## src/rtl/etarget_adc_pkg.sv

```systemverilog
`default_nettype none
// +------------------------------------------------------------------------+
// | Package : etarget_adc_pkg                                              |
// | Purpose : Shared constants and helpers for the sigma-delta ADC front   |
// |           end (decimation ratio, output width, CIC datapath width).    |
// | Ports   : none (package)                                               |
// | Rev     : 1.0  initial release                                         |
// +------------------------------------------------------------------------+
package etarget_adc_pkg;

  // log2 of the decimation ratio (R = 256) and the output sample width.
  localparam int ADC_DECIM_LOG2 = 8;
  localparam int ADC_OUT_W      = 10;

  // Internal CIC width: three stages of log2(R) growth plus one bit so that
  // a full-scale window (exactly R^3) is still representable.
  function automatic int cic_width(input int log2r);
    return 3 * log2r + 1;
  endfunction

  // Unsigned output code corresponding to a 50 % ones density.
  localparam int ADC_MIDSCALE = 1 << (ADC_OUT_W - 1);

endpackage : etarget_adc_pkg
`default_nettype wire

```

## src/rtl/sd_adc_decim_cic_sinc3.sv

```systemverilog
`default_nettype none
// +------------------------------------------------------------------------+
// | Module  : cic_sinc3                                                    |
// | Purpose : Third-order CIC decimator (three integrators, decimation     |
// |           counter, three combs) for a 1-bit input stream.              |
// | Ports   : clk_i   - clock                                              |
// |           rst_ni  - synchronous active-low reset                       |
// |           en_i    - run enable; low clears all filter state            |
// |           x_i     - 1-bit input sample                                 |
// |           comb_o  - latest comb-3 output (modulo 2^W)                  |
// |           done_o  - high for one cycle when comb_o has just updated    |
// | Rev     : 1.0  initial release                                         |
// +------------------------------------------------------------------------+
module cic_sinc3
  import etarget_adc_pkg::*;
#(
  parameter int DECIM_LOG2 = ADC_DECIM_LOG2,
  parameter int W          = cic_width(DECIM_LOG2)
) (
  input  logic         clk_i,
  input  logic         rst_ni,
  input  logic         en_i,
  input  logic         x_i,
  output logic [W-1:0] comb_o,
  output logic         done_o
);

  logic [W-1:0]          int1_q, int2_q, int3_q;
  logic [W-1:0]          int1_d, int2_d, int3_d;
  // Previous decimated input of each comb stage (the z^-1 of the comb).
  logic [W-1:0]          dly1_q, dly2_q, dly3_q;
  logic [W-1:0]          comb1_d, comb2_d, comb3_d;
  logic [W-1:0]          comb3_q;
  logic [DECIM_LOG2-1:0] dc_q;
  logic                  done_q;
  logic                  last_d;

  localparam logic [DECIM_LOG2-1:0] c_DC_ONE = {{(DECIM_LOG2-1){1'b0}}, 1'b1};

  // Integrators are chained combinationally so that the value captured on
  // the last cycle of a window already includes that cycle's input; window
  // N therefore covers exactly cycles (N-1)*R .. N*R-1. All arithmetic is
  // modulo 2^W, the wrap-around cancels in the combs.
  always_comb begin
    int1_d  = int1_q + {{(W-1){1'b0}}, x_i};
    int2_d  = int2_q + int1_d;
    int3_d  = int3_q + int2_d;
    comb1_d = int3_d  - dly1_q;
    comb2_d = comb1_d - dly2_q;
    comb3_d = comb2_d - dly3_q;
    last_d  = &dc_q;
  end

  always_ff @(posedge clk_i) begin
    if (!rst_ni || !en_i) begin
      int1_q  <= '0;
      int2_q  <= '0;
      int3_q  <= '0;
      dly1_q  <= '0;
      dly2_q  <= '0;
      dly3_q  <= '0;
      comb3_q <= '0;
      dc_q    <= '0;
      done_q  <= 1'b0;
    end else begin
      int1_q <= int1_d;
      int2_q <= int2_d;
      int3_q <= int3_d;
      // R is a power of two, so the counter wraps to 0 on its own.
      dc_q   <= dc_q + c_DC_ONE;
      done_q <= last_d;
      if (last_d) begin
        dly1_q  <= int3_d;
        dly2_q  <= comb1_d;
        dly3_q  <= comb2_d;
        comb3_q <= comb3_d;
      end
    end
  end

  assign comb_o = comb3_q;
  assign done_o = done_q;

endmodule : cic_sinc3
`default_nettype wire

```

## src/rtl/sd_adc_decim.sv

```systemverilog
`default_nettype none
// +------------------------------------------------------------------------+
// | Module  : sd_adc_decim                                                 |
// | Purpose : One sigma-delta ADC channel: comparator synchroniser, pcm    |
// |           feedback register, sinc3 decimation, output scaling with     |
// |           saturation, and filter warm-up suppression.                  |
// | Ports   : clk64M       - 64 MHz system clock                           |
// |           reset_n      - synchronous active-low reset                  |
// |           sd           - asynchronous comparator bit from the pin      |
// |           enable       - channel run enable                            |
// |           pcm          - feedback bit to the external RC network       |
// |           sample       - latest decimated sample (unsigned)            |
// |           sample_valid - one-clock strobe when sample updates          |
// |           overrange    - sticky saturation flag                        |
// | Rev     : 1.0  initial release                                         |
// +------------------------------------------------------------------------+
module sd_adc_decim
  import etarget_adc_pkg::*;
#(
  // DECIM_LOG2 legal range 4..10; OUT_W must not exceed 3*DECIM_LOG2.
  parameter int DECIM_LOG2 = ADC_DECIM_LOG2,
  parameter int OUT_W      = ADC_OUT_W
) (
  input  logic             clk64M,
  input  logic             reset_n,
  input  logic             sd,
  input  logic             enable,
  output logic             pcm,
  output logic [OUT_W-1:0] sample,
  output logic             sample_valid,
  output logic             overrange
);

  localparam int c_W     = cic_width(DECIM_LOG2);
  localparam int c_SHIFT = 3 * DECIM_LOG2 - OUT_W;
  // Decimations 1..3 only fill the filter; the fourth is the first output.
  localparam logic [1:0] c_WARM_DONE = 2'd3;

  logic             sync1_q, sync2_q;
  logic             pcm_q;
  logic [OUT_W-1:0] sample_q;
  logic             valid_q;
  logic             ovr_q;
  logic [1:0]       warm_q;

  logic [c_W-1:0]   comb;
  logic             cic_done;
  logic [c_W-1:0]   scaled;
  logic             sat;

  cic_sinc3 #(
    .DECIM_LOG2 (DECIM_LOG2),
    .W          (c_W)
  ) u_cic (
    .clk_i  (clk64M),
    .rst_ni (reset_n),
    .en_i   (enable),
    .x_i    (sync2_q),
    .comb_o (comb),
    .done_o (cic_done)
  );

  // Full-scale window (R^3 = 2^(3*DECIM_LOG2)) maps to 2^OUT_W, one code
  // above the largest output, so any bit above OUT_W-1 means saturation.
  assign scaled = comb >> c_SHIFT;
  assign sat    = |scaled[c_W-1:OUT_W];

  always_ff @(posedge clk64M) begin
    if (!reset_n) begin
      sync1_q  <= 1'b0;
      sync2_q  <= 1'b0;
      pcm_q    <= 1'b0;
      sample_q <= '0;
      valid_q  <= 1'b0;
      ovr_q    <= 1'b0;
      warm_q   <= '0;
    end else begin
      sync1_q <= sd;
      sync2_q <= sync1_q;
      valid_q <= 1'b0;
      if (!enable) begin
        // sample deliberately holds its last value while the channel is off.
        pcm_q  <= 1'b0;
        ovr_q  <= 1'b0;
        warm_q <= '0;
      end else begin
        pcm_q <= sync2_q;
        if (cic_done) begin
          if (warm_q == c_WARM_DONE) begin
            valid_q <= 1'b1;
            if (sat) begin
              sample_q <= {OUT_W{1'b1}};
              ovr_q    <= 1'b1;
            end else begin
              sample_q <= scaled[OUT_W-1:0];
            end
          end else begin
            warm_q <= warm_q + 2'd1;
          end
        end
      end
    end
  end

  assign pcm          = pcm_q;
  assign sample       = sample_q;
  assign sample_valid = valid_q;
  assign overrange    = ovr_q;

endmodule : sd_adc_decim
`default_nettype wire

```

## config.mk

```make
export PLATFORM = sky130hd
export DESIGN_NAME = sd_adc_decim
export DESIGN_NICKNAME = d
export VERILOG_FILES = /design/src/rtl/etarget_adc_pkg.sv /design/src/rtl/sd_adc_decim_cic_sinc3.sv /design/src/rtl/sd_adc_decim.sv
export SDC_FILE = /design/constraint.sdc
export NUM_CORES = 1
export LEC_CHECK = 0
export ABC_CLOCK_PERIOD_IN_PS = 9250
export CORE_MARGIN = 8
export CORE_UTILIZATION = 44
export CTS_CLUSTER_SIZE = 25
export DETAILED_ROUTE_END_ITERATION = 12
export HOLD_SLACK_MARGIN = 0.12
export SYNTH_ARGS = -nofsm -noshare
export SYNTH_HDL_FRONTEND = slang
export SYNTH_SLANG_ARGS = --single-unit
export TNS_END_PERCENT = 10
```

## constraint.sdc

```tcl
create_clock -name clk64M -period 9.25 [get_ports clk64M]
set_clock_uncertainty 0.2 [all_clocks]
set_input_delay 1.85 -clock clk64M [delete_from_list [all_inputs] [get_ports clk64M]]
set_output_delay 1.85 -clock clk64M [all_outputs]
set_load 0.05 [all_outputs]
```

==> metrics.txt <==
top post-synthesis cells by area dfxtp_1 (32%), ha_1 (14%), nand2_1 (6.5%); Die Area 31880 sq um; worst path required time 9.38 ns; root buf cell clkbuf_16; Max Fclk 0.1134 GHz; Rows 59; PD cells 144.3 nW/um^2; CP arrival 8.95 ns; Layout area overhead 13.59%; Layout fillers 2509; DRC viols 0; Placed Area 12170 sq um; Finished Cell Area 13210 sq um; top cells by count, synth nand2_1 (202), dfxtp_1 (187), a21oi_1 (142); sequential-to-total area share from yosys stat 32.20%; WL final 25510 microns; CTS Sinks 187; ANT nets after route 0; Die W 178.6 microns; CTS max path bufs 2; GRT Resource Usage Total 15.96%; Slew @ Worst Pin 1.138 ns; Post-synth top flop dfxtp_1; Final Hold Vio Count 0; Peak VDD IR 0.09762 mV; min-delay worst type flop to flop; DRT Pass-1 Iters 5; Synth async-reset ratio 0%; period utilisation layout 95.33%; Crit Path Max Fanout 5; Yosys warning count 0; Clock Latency Late Sink 0.44 ns; min Tclk post-route 8.818 ns; CP Capture Type flop; GP Congestion 0.8433; grt total ovfl 0; Iter 0 DRT Violations 468; most common cell in the netlist nand2_1; # setup viols final 0; post-DP HPWL 17530 microns; setup_tns 0 ns; CTS tree done; initial antenna violation count 0; Top Ports 17; critical path's slowest cell or4_1; Synth Cell Area 11630 sq um; total power 1.906 mW; cells after synthesis 1428; global-route wire length before repair 42400 microns; slowest stage delay, CP 0.50 ns; P_leak 5.761 nW; clock slew at reported path FFs 0.09 ns; status complete, no violations; via count 9447; Slew Limit Fails 0; Die Ht 178.6 microns; H-tree depth 4; initial core utilization 44.74%; vias per cell 5.240; layout cells sized above 1 9.060%; Mapped Nets 1562; Port Buffers 16; dominant cell type by area after synthesis dfxtp_1; CTS buffer count 17; DR WL/cell 14.15 microns; core area 25980 sq um; Synth Register Bits 187; EDFF count, synth 0; Final #Nets 1589; Setup CP Type flop to flop; number of global-route vias before repair 8994; top cell type's share of synthesized area 32.20%; MaxCap Viol Count 0; largest net degree at the start of global routing 92; synth unique cells 66; final antenna diode count 0; max_slew headroom 24.12%; crit start category flop; syn_area_per_cell 8.142 sq um
placed cells by master (no fill, tap or decap), drive strengths merged, types with 34 or more instances in the layout:
cell type	count
a21o	36
a21oi	143
and2	72
buf	34
dfxtp	187
ha	126
inv	113
nand2	202
nor2	100
o21ai	53
xnor2	84
xor2	40
cell families (layout without fill, tap and decap cells):
| group | after synthesis | in the layout | synth area share [%] |
|---|---|---|---|
| simple gates | 490 | 490 | 19.99 |
| fa+ha+maj | 130 | 130 | 14.25 |
| mux | 2 | 2 | 0.1722 |
| compound gates | 347 | 347 | 18.87 |
| flops | 187 | 187 | 32.20 |
| buf+inv | 146 | 186 | 4.714 |
| xor+xnor | 126 | 126 | 9.815 |
critical path: cells and delay by family, from the launching register on:
family                   cells  cell delay [ns]
flip-flops                   1             0.36
XOR/XNOR                     5             0.81
adder cells (fa/ha/maj)      6             1.81
AND/OR/NAND/NOR             12             2.01
AO/OA/AOI/OAI               20             3.50
through the flow:
step                      hold slack [ns]  cells  setup slack, ns  util, %
after floorplan                    0.2119   1428           0.6944        -
after global placement             0.2403   1750           0.1041    46.83
after global routing               0.2729   1803         -0.02631    50.82
after detailed placement           0.2456   1750          0.04690    46.83
final                              0.2543   1803           0.4321    50.82
after CTS                          0.2562   1782          0.01468    49.00
metal layers:
layer	GRT usage, %	vias up	share of wire [%]
met2	27.41	97	47
met3	2.477	28	1.8
li1	-	4954	-
met5	0	-	0
met1	20.56	4368	50
met4	3.927	0	1.3
sequential cells by signal, indices dropped and copies added, names as in the netlist, 2 cells and up:
name	cells
warm_q	2
u_cic.int2_q	25
u_cic.int1_q	25
u_cic.dly2_q	25
u_cic.comb_o	11
u_cic.int3_q	25
u_cic.dly3_q	25
u_cic.dly1_q	25
sample	10
u_cic.dc_q	8
cell type report:
class	instances	area, sq um	share of cell area, %
clock inverter	14	126.4	0.9569
timing repair buffer	50	415.4	3.145
inverter	104	390.4	2.956
multi-input combinational	1095	7667	58.06
sequential	187	3749	28.38
tap	335	419.2	3.174
clock buffer	18	439.2	3.325
where the power goes:
| part | switching (mW) | internal, mW | total, mW |
|---|---|---|---|
| clock network | 0.365 | 0.364 | 0.729 |
| logic | 0.202 | 0.168 | 0.370 |
| registers | 0.00107 | 0.806 | 0.807 |
| total | 0.568 | 1.34 | 1.91 |
path summary, 6_finish.rpt:
check	from	endpoint	slack (ns)	depth (start not counted)
hold / removal	u_cic.comb_o[19]	u_cic.comb_o[19]	0.25	2
setup / recovery	u_cic.int1_q[0]	u_cic.comb_o[24]	0.43	43
setup reg to reg	u_cic.int1_q[0]	u_cic.comb_o[24]	0.43	43
hold reg to reg	u_cic.comb_o[19]	u_cic.comb_o[19]	0.25	2
timing repair:
action	4_1_cts	5_1_grt
hold buffers	0	0
endpoints found under the setup margin	0	4
setup buffers	0	21
gates resized for setup	0	70
No activity file was read; power rests on OpenSTA's default activity.
